File: src/rtl/pipe_mul32_pkg.sv
// Shared widths, types and helpers for the pipelined 32x32 multiplier.
package pipe_mul32_pkg;

  localparam int MUL_W  = 32;
  localparam int PROD_W = 2 * MUL_W;
  localparam int HALF_W = 16;

  typedef logic [PROD_W-1:0] prod_t;
  typedef logic [MUL_W-1:0]  pp_t;

  // Widen a 32-bit partial product to the full product width, honouring its signedness.
  function automatic prod_t pp_extend(input pp_t pp, input logic sgn);
    return sgn ? {{MUL_W{pp[MUL_W-1]}}, pp} : {{MUL_W{1'b0}}, pp};
  endfunction

endpackage

File: src/rtl/mul16x16_pp.sv
// Registered 16x16 partial-product unit; each operand half may be treated as signed (17x17 semantics).
module mul16x16_pp
  import pipe_mul32_pkg::*;
#(
  parameter bit SIGNED_A = 1'b0,
  parameter bit SIGNED_B = 1'b0
) (
  input  logic              clk_i,
  input  logic              rst_i,
  input  logic              ce_i,
  input  logic [HALF_W-1:0] a_i,
  input  logic [HALF_W-1:0] b_i,
  output pp_t               pp_o
);

  logic signed [MUL_W-1:0] a_x_p0;
  logic signed [MUL_W-1:0] b_x_p0;
  pp_t                     pp_d;
  pp_t                     pp_q;

  // The exact product always fits in 32 bits, so the low word of a 32-bit multiply is exact.
  always_comb begin
    a_x_p0 = SIGNED_A ? {{HALF_W{a_i[HALF_W-1]}}, a_i} : {{HALF_W{1'b0}}, a_i};
    b_x_p0 = SIGNED_B ? {{HALF_W{b_i[HALF_W-1]}}, b_i} : {{HALF_W{1'b0}}, b_i};
    pp_d   = a_x_p0 * b_x_p0;
  end

  // Stage 1 boundary
  always_ff @(posedge clk_i or posedge rst_i) begin
    if (rst_i) begin
      pp_q <= '0;
    end else if (ce_i) begin
      pp_q <= pp_d;
    end
  end

  assign pp_o = pp_q;

endmodule

File: src/rtl/pipe_mul32.sv
// Fully pipelined 32x32 -> 64 multiplier with LATENCY register stages.
// Optional clock enable port CE when PIPE_MUL32_CE_EN is defined.
module pipe_mul32
  import pipe_mul32_pkg::*;
#(
  parameter int LATENCY = 6,
  parameter bit SIGNED  = 1'b0
) (
  input  logic              CLK,
  input  logic              rst,
`ifdef PIPE_MUL32_CE_EN
  input  logic              CE,
`endif
  input  logic [MUL_W-1:0]  A,
  input  logic [MUL_W-1:0]  B,
  output logic [PROD_W-1:0] P
);

  localparam int NQ = LATENCY - 1;

  if (LATENCY < 2 || LATENCY > 8) begin : g_bad_latency
    $error("pipe_mul32: LATENCY must lie in 2..8");
  end

  logic ce;
`ifdef PIPE_MUL32_CE_EN
  assign ce = CE;
`else
  assign ce = 1'b1;
`endif

  pp_t pp_ll_p1, pp_lh_p1, pp_hl_p1, pp_hh_p1;

  // Stage 1 boundary: only high halves carry a sign in signed mode
  mul16x16_pp #(.SIGNED_A(1'b0), .SIGNED_B(1'b0)) u_pp_ll (
    .clk_i(CLK), .rst_i(rst), .ce_i(ce),
    .a_i(A[HALF_W-1:0]), .b_i(B[HALF_W-1:0]), .pp_o(pp_ll_p1)
  );
  mul16x16_pp #(.SIGNED_A(1'b0), .SIGNED_B(SIGNED)) u_pp_lh (
    .clk_i(CLK), .rst_i(rst), .ce_i(ce),
    .a_i(A[HALF_W-1:0]), .b_i(B[MUL_W-1:HALF_W]), .pp_o(pp_lh_p1)
  );
  mul16x16_pp #(.SIGNED_A(SIGNED), .SIGNED_B(1'b0)) u_pp_hl (
    .clk_i(CLK), .rst_i(rst), .ce_i(ce),
    .a_i(A[MUL_W-1:HALF_W]), .b_i(B[HALF_W-1:0]), .pp_o(pp_hl_p1)
  );
  mul16x16_pp #(.SIGNED_A(SIGNED), .SIGNED_B(SIGNED)) u_pp_hh (
    .clk_i(CLK), .rst_i(rst), .ce_i(ce),
    .a_i(A[MUL_W-1:HALF_W]), .b_i(B[MUL_W-1:HALF_W]), .pp_o(pp_hh_p1)
  );

  prod_t sum_p2_d;
  always_comb begin
    sum_p2_d = pp_extend(pp_ll_p1, 1'b0)
             + (pp_extend(pp_lh_p1, SIGNED) << HALF_W)
             + (pp_extend(pp_hl_p1, SIGNED) << HALF_W)
             + (pp_extend(pp_hh_p1, SIGNED) << MUL_W);
  end

  // Stage 2 boundary (sum), then pass-through stages up to LATENCY
  prod_t pipe_q [NQ];
  always_ff @(posedge CLK or posedge rst) begin
    if (rst) begin
      for (int i = 0; i < NQ; i++) pipe_q[i] <= '0;
    end else if (ce) begin
      pipe_q[0] <= sum_p2_d;
      for (int i = 1; i < NQ; i++) pipe_q[i] <= pipe_q[i-1];
    end
  end

  assign P = pipe_q[NQ-1];

endmodule

File: config.mk
export PLATFORM = sky130hd
export DESIGN_NAME = pipe_mul32
export DESIGN_NICKNAME = d
export VERILOG_FILES = /design/src/rtl/pipe_mul32_pkg.sv /design/src/rtl/mul16x16_pp.sv /design/src/rtl/pipe_mul32.sv
export SDC_FILE = /design/constraint.sdc
export NUM_CORES = 2
export LEC_CHECK = 0
export CAP_MARGIN = 20
export CORE_ASPECT_RATIO = 1.1
export CORE_MARGIN = 8
export CORE_UTILIZATION = 58
export DETAILED_ROUTE_END_ITERATION = 16
export PLACE_DENSITY = 0.76
export SLEW_MARGIN = 20
export SYNTH_ARGS = -nofsm -noshare
export SYNTH_HDL_FRONTEND = slang
export SYNTH_SLANG_ARGS = --single-unit
File: constraint.sdc
create_clock -name CLK -period 38 [get_ports CLK]
set_input_delay 7.6 -clock CLK [delete_from_list [all_inputs] [get_ports CLK]]
set_output_delay 7.6 -clock CLK [all_outputs]
set_load 0.02 [all_outputs]
==> impl_metrics.tcl <==
set metrics [dict create \
    area_growth_pct 6.977 \
    fmax_mhz 72.33 \
    ant_nets 0 \
    arrival_ps 14360 \
    path_class "in -> reg" \
    seq_area_frac_synth_pct 23.26 \
    outcome "finished clean" \
    crit_chain "clkdlybuf4s50_1 > buf_4 > nand2_1 > fa_1 > fa_1 > fa_1 > fa_1 > inv_1 > fa_1 > inv_1 > fa_1 > inv_1 > ha_1 > nand2_1 > a21o_1 > o21ai_0 > nand2_1 > o41ai_1 > a221oi_1 > o21bai_1 > xor2_1" \
    cp.buffers_inverters 5 \
    cpPeakStageDelay_ps 750 \
    drcViolationCount 0 \
    die-height_um 318.4 \
    slew_headroom_pct 35.70 \
    synth_cell_types 72 \
    yosysTopAreaCell "fa_1" \
    grt_usage_pct 24.76 \
    worst_ep_required_time_ps 38530 \
    rsz0062_at_grt "false" \
    avgSynthCellArea_sq_um 10.08 \
    async_reset_ff_share_pct 100.0 \
    min_path_type "reg -> reg" \
    pin_count 130 \
    finalCritPeriodShare_pct 36.38 \
    timing.final.hold_violations 0 \
    worst_slew_pin_slew_ps 964.5 \
    routed_wl_um 109700 \
    grt_max_degree 153 \
    post_cts_buffers 0 \
    cts_made_buffers 46 \
    critPathTopFamily "adder cells" \
    cts_resized 0 \
    gp_congestion 0.8845 \
    port_buffers 129 \
    num_rows 111 \
    wl_per_cell_um 18.74 \
    yosysWarningCount 0 \
    clk_pin_slew_ps 70 \
    cp-start-kind "primary input" \
    fin_tns_setup_ps 0 \
    antenna_found_initial 4 \
    postPlaceCellArea_sq_um 50000 \
    drv_slew 0 \
    root_buffer "clkbuf_16" \
    fin_crit_ps 13820 \
    syn_inst 4782 \
    crit_top_cell "fa_1" \
    nNetsFinal 6068 \
    synth_edf_count 0 \
    synth_seq_cells 448 \
    end_kind "flop" \
    grt_pass1_wl_um 185200 \
    drive_above_1_share_pct 3.181 \
    clockBufferDepth 3 \
    fill_cells 6653 \
    timing.critical_path.slowest_stage_cell "o41ai_1" \
    h-tree-depth 2 \
    cts_sinks 448 \
    core_area_sq_um 82770 \
    cts_tree "yes" \
    syn_nets 6105 \
    grt_pass1_vias 35623 \
    dieArea_sq_um 92600 \
    synth_area_leaders "fa_1, dfrtp_1, ha_1" \
    finalInstanceArea_sq_um 51570 \
    yosysTopAreaCellShare_pct 33.60 \
    holdBufCountCts 0 \
    hpwl_um 79790 \
    whs_ps 325.9 \
    die_w_um 290.9 \
    clock_skew_ps 38.66 \
    maxCapViolations 0 \
    yosysMostFrequentCell "inv_1" \
    synth_ff_type "dfrtp_1" \
    finalSetupViolations 0 \
    vias 32216 \
    synth_area_sq_um 48200 \
    worstSkewPairLatency_ps 610 \
    cp_max_fo 32 \
    grt-ovfl-total 0 \
    via_per_inst 5.502 \
    drt_iter0_drc 2003 \
    drtPass1Iterations 5 \
    synthTopCellsByCount "inv_1, fa_1, nand2_1" \
    start_util_pct 58.24 \
]
[kinds of logic after synthesis]
logic type	after synthesis	synth area share [%]
AO/OA/AOI/OAI	405	5.487
XOR/XNOR	152	2.762
adder cells (fa/ha/maj)	1257	45.23
buffers and inverters	1230	10.08
flip-flops	448	23.26
multiplexers	3	0.06230
AND/OR/NAND/NOR	1287	13.13
[final timing paths]
| kind | cells past startpoint | to | startpoint | slack [ps] |
|---|---|---|---|---|
| max | 21 | u_pp_lh.pp_o[29] | B[17] | 24180 |
| min | 0 | pipe_q[161] | pipe_q[225] | 330 |
| max reg2reg | 13 | pipe_q[315] | u_pp_ll.pp_o[17] | 33530 |
| min reg2reg | 0 | pipe_q[161] | pipe_q[225] | 330 |
| max in group asynchronous | 4 | P[3] | rst | 28330 |
| min in group asynchronous | 2 | P[48] | rst | 7570 |
[metal layers]
| layer | wire, um | part of all wire (%) | track usage [%] | up-vias |
|---|---|---|---|---|
| met4 | 4649 | 4.2 | 10.01 | 0 |
| met1 | 45400 | 41 | 33.11 | 16466 |
| li1 | - | - | - | 14259 |
| met2 | 51090 | 47 | 40.24 | 1245 |
| met3 | 8556 | 7.8 | 4.224 | 246 |
| met5 | 0 | 0 | 0 | - |
[worst register-to-register path: cells and delay by family (launching register included)]
| family | cells | cell delay, ps |
|---|---|---|
| compound gates | 6 | 2090 |
| fa+ha+maj | 3 | 1210 |
| flops | 1 | 400 |
| simple gates | 2 | 390 |
| xor+xnor | 1 | 190 |
| buf+inv | 1 | 70 |
[layout make-up]
type                            count  area (sq um)  area share (%)
Inverter                          957          3600           6.980
Multi-Input combinational cell   3104         32140           62.32
Clock inverter                     21         287.8          0.5580
Antenna cell                        3         7.507         0.01456
Timing Repair Buffer              188          1714           3.324
Clock buffer                       61          1267           2.458
Tap cell                         1073          1343           2.603
Sequential cell                   448         11210           21.74
[layout by cell type (no fill, tap or decap), types with 4 or more instances in the layout]
cell type / count
inv_1: 956
fa_1: 809
nand2_1: 617
and2_1: 475
dfrtp_1: 448
ha_1: 448
a21oi_1: 131
clkdlybuf4s50_1: 121
xnor2_1: 111
a21o_1: 84
o21ai_0: 65
nor2_1: 62
buf_4: 56
clkbuf_16: 46
xor2_1: 41
nand3_1: 29
nand2b_1: 21
and3_1: 17
nand4_1: 17
o21bai_1: 16
nor2b_1: 14
o21a_1: 13
nor3_1: 12
a211oi_1: 12
a31oi_1: 10
clkbuf_1: 9
o211ai_1: 8
buf_2: 8
o31ai_1: 7
clkinvlp_4: 7
clkbuf_8: 6
nor4_1: 5
a221oi_1: 5
bufinv_16: 5
a311o_1: 4
o41ai_1: 4
and4_1: 4
inv_6: 4
[sequential cells by signal, indices dropped and copies added, names as in the netlist]
name / flops
P: 64
pipe_q: 256
u_pp_hh.pp_o: 32
u_pp_hl.pp_o: 32
u_pp_lh.pp_o: 32
u_pp_ll.pp_o: 32
[stage by stage]
step / instances / worst slack [ps] / util, %
after floorplan: 4782 / 17910 / -
final: 5855 / 24180 / 62.30
after detailed placement: 5770 / 23620 / 60.40
after CTS: 5852 / 24240 / 62.28
after global routing: 5852 / 23870 / 62.29
after global placement: 5770 / 23670 / 60.40
Power is not shown: default switching activity piles up to over one toggle a cycle in this logic, so the estimate is an artifact.
